## config.mk

```make
export PLATFORM = sky130hd
export DESIGN_NAME = bsg_arb_oldest_first
export DESIGN_NICKNAME = d
export VERILOG_FILES = /design/src/rtl/bsg_arb_oldest_first.sv
export SDC_FILE = /design/constraint.sdc
export NUM_CORES = 1
export LEC_CHECK = 0
export CORE_AREA = 4 4 66 98
export CTS_BUF_LIST = sky130_fd_sc_hd__clkbuf_4 sky130_fd_sc_hd__clkbuf_8
export DETAILED_ROUTE_END_ITERATION = 16
export DIE_AREA = 0 0 70 102
export GPL_ROUTABILITY_DRIVEN = 0
export PLACE_DENSITY = 0.54
export SYNTH_ARGS = -nofsm -noshare
export SYNTH_HDL_FRONTEND = slang
export SYNTH_SLANG_ARGS = --single-unit
```

## constraint.sdc

```tcl
create_clock -name clk_i -period 8.8 [get_ports clk_i]
set_input_delay 1.32 -clock clk_i [delete_from_list [all_inputs] [get_ports clk_i]]
set_output_delay 1.32 -clock clk_i [all_outputs]
set_load 0.1 [all_outputs]
```

## src/rtl/bsg_arb_oldest_first.sv

```systemverilog
// Oldest-first arbiter: per-requester saturating wait-age counters, grant to the
// oldest pending request, ties broken round-robin starting after the last winner.

module bsg_arb_oldest_first_age #(
    parameter int age_width_p = 4
) (
    input  logic                   clk_i,
    input  logic                   reset_n_i,
    input  logic                   req_i,
    input  logic                   grant_i,
    output logic [age_width_p-1:0] age_o,
    output logic                   sat_o
);
    localparam logic [age_width_p-1:0] age_max_lp = '1;

    logic [age_width_p-1:0] age_q, age_d;

    // A withdrawn or served request forgets its age; waiting ones count up and hold at max.
    always_comb begin
        age_d = age_q;
        if (!req_i || grant_i)
            age_d = '0;
        else if (age_q != age_max_lp)
            age_d = age_q + 1'b1;
    end

    always_ff @(posedge clk_i or negedge reset_n_i) begin
        if (!reset_n_i) age_q <= '0;
        else            age_q <= age_d;
    end

    assign age_o = age_q;
    assign sat_o = (age_q == age_max_lp);
endmodule

module bsg_arb_oldest_first #(
    parameter int inputs_p    = 4,
    parameter int age_width_p = 4
) (
    input  logic                                          clk_i,
    input  logic                                          reset_n_i,
    input  logic [inputs_p-1:0]                           reqs_i,
    input  logic                                          ready_i,
    output logic [inputs_p-1:0]                           grants_o,
    output logic                                          v_o,
    output logic [((inputs_p > 1) ? $clog2(inputs_p) : 1)-1:0] tag_o,
    output logic [age_width_p-1:0]                        win_age_o,
    output logic [inputs_p-1:0]                           starve_o
);
    localparam int tag_w_lp = (inputs_p > 1) ? $clog2(inputs_p) : 1;

    logic [inputs_p-1:0][age_width_p-1:0] age;
    logic [inputs_p-1:0]                  sat;
    logic [tag_w_lp-1:0]                  last_q;

    logic                   win_found;
    logic [tag_w_lp-1:0]    win_idx;
    logic [age_width_p-1:0] win_age;
    logic                   grant_v;

    for (genvar i = 0; i < inputs_p; i++) begin : g_lane
        bsg_arb_oldest_first_age #(.age_width_p(age_width_p)) u_age (
            .clk_i     (clk_i),
            .reset_n_i (reset_n_i),
            .req_i     (reqs_i[i]),
            .grant_i   (grants_o[i]),
            .age_o     (age[i]),
            .sat_o     (sat[i])
        );
    end

    // Scan in round-robin priority order; a strict '>' keeps the earliest index on age ties.
    always_comb begin
        win_found = 1'b0;
        win_idx   = '0;
        win_age   = '0;
        for (int k = 0; k < inputs_p; k++) begin
            int idx;
            idx = int'(last_q) + 1 + k;
            if (idx >= inputs_p) idx = idx - inputs_p;
            if (reqs_i[idx] && (!win_found || age[idx] > win_age)) begin
                win_found = 1'b1;
                win_idx   = tag_w_lp'(idx);
                win_age   = age[idx];
            end
        end
    end

    // Outputs are gated by reset so they fall the moment reset asserts, without a clock.
    assign grant_v = win_found & ready_i & reset_n_i;

    always_comb begin
        grants_o = '0;
        if (grant_v) grants_o[win_idx] = 1'b1;
    end

    assign v_o       = grant_v;
    assign tag_o     = grant_v ? win_idx : '0;
    assign win_age_o = grant_v ? win_age : '0;
    assign starve_o  = sat & {inputs_p{reset_n_i}};

    if (inputs_p == 1) begin : g_single
        assign last_q = '0;
    end else begin : g_multi
        always_ff @(posedge clk_i or negedge reset_n_i) begin
            if (!reset_n_i)
                last_q <= tag_w_lp'(inputs_p - 1);
            else if (grant_v)
                last_q <= win_idx;
        end
    end
endmodule

```

-- Yosys cells after proc, flatten, opt, wreduce, memory -nomap -nowiden
Cells that the tools add are included.
- flip-flop bits (word level): 18
- input bits: 7
- output and inout bits: 15
- logic and storage cells: 116
- add/sub/neg operators: 12
- magnitude comparators: 13
- eq/ne operators: 8
- mux-type cells: 53
- bitwise gates (word level): 3
- reductions and logical operators: 22
- operators with widths (kind ; number):
    less-than comparator 32 x 4 -> 1 bit, second input constant ; 4
    2-to-1 mux 32 bit ; 4
    >= comparator 32 x 4 -> 1 bit, second input constant ; 3
    subtractor 32 x 4 -> 32 bit, second input constant ; 3
    2-to-1 mux 4 bit ; 22
    adder 32 x 2 -> 32 bit, second input constant ; 1
    adder 32 x 3 -> 32 bit, second input constant ; 1
    binary-select mux 4 bit (select 2 bit) ; 4
    adder 4 x 1 -> 4 bit, second input constant ; 4
    == test 4 bit, second input constant ; 4
    inequality test 4 bit, second input constant ; 4
    2-to-1 mux 1 bit ; 13
    greater-than comparator 4 bit ; 3
    2-to-1 mux 2 bit ; 5
    binary-select mux 1 bit (select 2 bit) ; 4
    nonzero test 2 bit ; 4
    zero test 1 bit ; 7
    logical OR 1 bit ; 7
    subtractor 4 x 3 -> 5 bit, second input constant ; 1
    adder 3 x 2 -> 4 bit, second input constant ; 1
    AND 4 bit ; 1
    >= comparator 4 x 3 -> 1 bit, second input constant ; 1
    logical AND 1 bit ; 4
    adder 2 x 1 -> 3 bit, second input constant ; 1
    4 further kinds ; 5

-- Logic depth before layout (Yosys ltp)
- depth in word-level cells: 26
- depth in mapped cells: 31
- depth with buffers taken out: 27

-- Modules after synthesis
A second synthesis with hierarchy kept.
- cell total of the unflattened synthesis: 260
- area, all modules: 2374.8 um^2
- modules (own cells, without submodules) (module ; instances ; cells an instance ; area an instance (um^2) ; sequential area each (um^2)):
    bsg_arb_oldest_first ; 1 ; 180 ; 1453.9 ; 52.6
    bsg_arb_oldest_first_age ; 4 ; 20 ; 230.2 ; 100.1

-- Worst setup path after synthesis
OpenSTA, ideal clock, no wires.
- kind: in2out
- from: input port reqs_i[1]
- to: output port win_age_o[2]
- arrival: 7.684 ns
- data required time: 7.480 ns
- slack: -0.204 ns
- stages on the path: 23
- path buffers: 2
- cells stage by stage: buf_2 > mux2_4 > o21a_1 > o211ai_1 > inv_1 > ha_1 > and4_1 > a21oi_1 > o21a_1 > mux2_2 > ha_1 > and4_1 > a21oi_1 > o221a_2 > buf_6 > mux2i_1 > ha_1 > nor2b_1 > o21bai_1 > o2bb2ai_1 > a21bo_2 > nor2_1 > a211oi_1
- word-level cells in the longest chain between the ends: 19
- elaborated cells on any way between the ends: 35
- those cells by class: order compare: 3; mux: 21; bitwise: 2; reduce/logical: 9
- ends and longest elaborated chain (item ; RTL line ; text):
    from (decl) ; 42 ; input logic [inputs_p-1:0] reqs_i,
    binary-select mux 1 bit (select 2 bit) ; 81 ; if (reqs_i[idx] && (!win_found || age[idx] > win_age)) begin
    2-to-1 mux 1 bit (not written as such) (2 in series) ; 81 ;
    2-to-1 mux 4 bit or 2-to-1 mux 1 bit (tied branches) ; 81 ;
    greater-than comparator 4 bit or zero test 1 bit (tied branches) ; 81 ;
    logical OR 1 bit ; 81 ;
    logical AND 1 bit ; 81 ;
    2-to-1 mux 4 bit or 2-to-1 mux 1 bit (tied branches) ; 81 ;
    greater-than comparator 4 bit or zero test 1 bit (tied branches) ; 81 ;
    logical OR 1 bit ; 81 ;
    logical AND 1 bit ; 81 ;
    2-to-1 mux 4 bit or 2-to-1 mux 1 bit (tied branches) ; 81 ;
    greater-than comparator 4 bit or zero test 1 bit (tied branches) ; 81 ;
    logical OR 1 bit ; 81 ;
    logical AND 1 bit ; 81 ;
    2-to-1 mux 1 bit ; 81 ;
    AND 1 bit (2 in series) ; 90 ; assign grant_v = win_found & ready_i & reset_n_i;
    2-to-1 mux 4 bit * ; 99 ; assign win_age_o = grant_v ? win_age : '0;
    to (decl) ; 47 ; output logic [age_width_p-1:0] win_age_o,
Every way passes the cells marked *; elsewhere a longest branch is shown, timed or not. The select of a mux whose other input is x is not followed.

-- Worst setup path in the final report
- from: input port reqs_i[0]
- to: output port grants_o[3]
- word-level cells in the longest chain between the ends: 21
- elaborated cells on any way between the ends: 43
- those cells by class: order compare: 5; mux: 26; bitwise: 2; reduce/logical: 10
- ends and longest elaborated chain (item ; RTL line ; text):
    binary-select mux 1 bit (select 2 bit) ; 81 ;
    2-to-1 mux 1 bit (not written as such) (2 in series) ; 81 ;
    2-to-1 mux 4 bit or 2-to-1 mux 1 bit (tied branches) ; 81 ;
    greater-than comparator 4 bit or zero test 1 bit (tied branches) ; 81 ;
    logical OR 1 bit ; 81 ;
    logical AND 1 bit ; 81 ;
    2-to-1 mux 4 bit or 2-to-1 mux 1 bit (tied branches) ; 81 ;
    greater-than comparator 4 bit or zero test 1 bit (tied branches) ; 81 ;
    [4 not listed] ; n/a ;
    logical OR 1 bit ; 81 ;
    logical AND 1 bit ; 81 ;
    2-to-1 mux 2 bit ; 81 ;
    less-than comparator 2 x 3 -> 1 bit (not written as such) or >= comparator 2 x 1 -> 1 bit (tied branches) ; 94 ; if (grant_v) grants_o[win_idx] = 1'b1;
    logical AND 1 bit (not written as such) ; 94 ;
    2-to-1 mux 1 bit (not written as such) ; 94 ;
    demux 1 bit (select 2 bit) ; 94 ;
    2-to-1 mux 4 bit * ; 94 ;
    to (decl) ; 44 ; output logic [inputs_p-1:0] grants_o,
Marks and branches as above.

==> run summary <==
### Run
* max_cap viols: 0

### Critical path
* depth of the most critical reg-to-reg path: 23
* Crit-path slowest cell: clkdlybuf4s50_1
* path length in cells of the critical path: 25
* Crit path required time: 7.48 ns
* type of the worst setup path: in2out
* startpoint of the worst-slack reg-to-reg timing path: last_q[1]
* sort of element at the end of the critical path: output pin
* data arrival time of the critical path: 7.12 ns
* endpoint of the worst setup timing path: grants_o[3]
* FF-to-FF End: g_lane[2].u_age.age_o[1]
* element type at the critical path start: primary input
* worst-path fanout max: 10
* CP max stage delay: 0.52 ns
* launching instance or port of the critical path: reqs_i[0]
* crit-path leading delay family: compound AO/OA/AOI/OAI gates
* critical path's most frequent cell: ha_1
* slack of the worst reg-to-reg path: 2.22 ns
* CP Buf/Inv Count: 2

### Detailed routing
* drc violations: 0
* number of design-rule violations left by the first detailed-router iteration: 56
* routed wire length per instance: 16.5 µm
* average vias per placed instance: 5.56
* wirelength, routed: 5.80 mm
* total vias in the final route: 1958
* number of routed nets with antenna violations: 0
* detailed-routing iteration count for the pre-antenna-repair pass: 4

### Global routing
* pin count of the biggest net entering global routing: 34
* residual overflow from global routing: 0
* gr usage total: 16.9%
* number of global-route vias before repair: 1952
* global-route wire length before repair: 9.67 mm
* antenna violations before repair: 0

### Timing
* setup-violating endpoint count in the final report: 0
* max-slew violations: 0
* Achievable Freq: 0.119 GHz
* number of hold violations in the final report: 0
* min cycle time layout: 8.44 ns
* Layout Skew: 0.00577 ns
* tightest slew margin relative to the limit: 34.7%
* Slew @ Worst Pin: 0.977 ns
* aggregate negative setup slack: 0 ns
* Final period util: 95.9%

### Synth
* Syn Std Cell Area: 2190 µm²
* number of warnings issued by yosys: 0
* commonest register cell after synthesis: dfrtp_1
* number of nets in the synthesized netlist: 289
* number of library cell types mapped by synthesis: 47
* share of synthesized flip-flops with an asynchronous set or reset: 100%
* mean area per synthesized cell: 8.22 µm²
* Cells after Synth: 266
* number of flops mapped to enable cells by yosys: 0
* number of register bits inferred by synthesis: 18
* share of synthesized area occupied by flip-flops and latches: 20.7%

### Clock tree
* number of H-tree levels: 1
* Post-CTS Hold Buffers: 0
* Setup Fix Bufs, Post-CTS: 0
* buffer depth of the longest clock path: 2
* TritonCTS Buffers: 3
* buffer type at the clock tree root: clkbuf_8
* # clock sinks: 18
* clock-pin slew on the worst setup and hold paths: 0.07 ns
* Resize count post-CTS: 0
* clk_lat worst skew: 0.26 ns
* clock tree from TritonCTS: built

### Floorplanning
* die height: 102 µm
* number of top-level pins: 22
* die outline width: 70 µm
* total number of placement rows: 34
* Std-Cell Core Area: 5700 µm²
* die area: 7140 µm²
* effective utilization at floorplan: 38.4%

### Final layout
* count of inserted antenna diode cells: 0
* total number of nets in the final design: 304
* fraction of final layout cells with drive strength greater than 1: 18.9%
* fill cell total of the finished layout: 578
* post-synthesis to final-layout area growth: 18.8%
* most frequent cells in the layout: nand2_1, a21oi_1, mux2i_1
* most common library cell in the layout ignoring fill and taps: nand2_1

### Worst hold path
* type of the tightest min-delay check: reg2reg

### Placement
* quantity of I/O buffers inserted on ports: 21
* DPL Wire Length: 4.61 mm

### Outcome
* result of the run: completed

==> stage by stage <==
stage | util, % | setup slack, ns | hold WS [ns] | instances | cell area, µm²
detailed placement | 44.4 | 0.329 | 0.626 | 348 | 2530
floorplan | - | -0.0669 | 0.580 | 266 | 2190
global placement | 44.4 | 0.371 | 0.623 | 348 | 2530
CTS | 45.2 | 0.307 | 0.638 | 352 | 2580
finish | 45.6 | 0.364 | 0.636 | 352 | 2600
global route | 45.6 | -0.0113 | 0.685 | 352 | 2600
==> cell families (layout without fill, tap and decap cells) <==
logic type      after synthesis  after routing  synth area share (%)
compound gates               76             76                  24.1
xor+xnor                      4              4                  1.60
fa+ha+maj                    16             16                  9.15
buf+inv                      30             44                  7.72
flops                        18             18                  20.7
mux                          38             38                  18.4
simple gates                 84             84                  18.3
==> sequential cells by signal, indices dropped and copies added, names as in the netlist <==
register            flops
g_lane.u_age.age_o     16
last_q                  2
==> layout make-up <==
cell class,count,area [µm²],share of cell area (%)
clock buffers,4,48.8,1.88
inverters,10,37.5,1.44
multi-input cells,218,1590,61.2
flip-flops and latches,18,453,17.4
well taps,72,90.1,3.47
repair buffers,30,378,14.5
==> worst min-delay path by stage <==
stage | slack, ns | to | cells after the start | from
after floorplan | 0.58 | g_lane[0].u_age.age_o[3] | 3 | g_lane[0].u_age.age_o[3]
after global placement | 0.62 | g_lane[1].u_age.age_o[3] | 3 | g_lane[1].u_age.age_o[3]
after detailed placement | 0.63 | g_lane[0].u_age.age_o[3] | 3 | g_lane[0].u_age.age_o[3]
after CTS | 0.64 | g_lane[0].u_age.age_o[3] | 3 | g_lane[0].u_age.age_o[3]
after global routing | 0.68 | g_lane[1].u_age.age_o[0] | 3 | g_lane[1].u_age.age_o[0]
final | 0.64 | g_lane[0].u_age.age_o[3] | 3 | g_lane[0].u_age.age_o[3]
==> per-layer routing <==
layer | vias up | global-route usage, % | part of all wire, %
met5 | - | 0 | 0
met4 | 0 | 5.31 | 1.6
met3 | 6 | 1.97 | 2.3
met2 | 38 | 31.1 | 53
met1 | 925 | 20.6 | 43
li1 | 989 | - | -
==> Yosys cell counts, types with 5 or more instances <==
cell type | count | share of area [%]
nand2_1 | 40 | 6.9
a21oi_1 | 26 | 5.9
mux2i_1 | 24 | 11
dfrtp_1 | 16 | 18
ha_1 | 16 | 9.2
nor2_1 | 16 | 2.7
mux2_2 | 13 | 6.7
o211ai_1 | 11 | 3.8
inv_1 | 10 | 1.7
nand3_1 | 8 | 1.8
o21ai_0 | 7 | 1.6
buf_2 | 6 | 1.4
o21a_1 | 6 | 2.1
a211oi_1 | 5 | 1.7
buf_4 | 5 | 1.7
nor2b_1 | 5 | 1.4
==> worst min-delay path, cell delays in order, from the launching register on <==
cell and delay, ns:
dfrtp_1 0.42, mux2i_1 0.09, nand2_1 0.06, a21oi_1 0.03
Power is not shown: default switching activity piles up to over one toggle a cycle in this logic, so the estimate is an artifact.
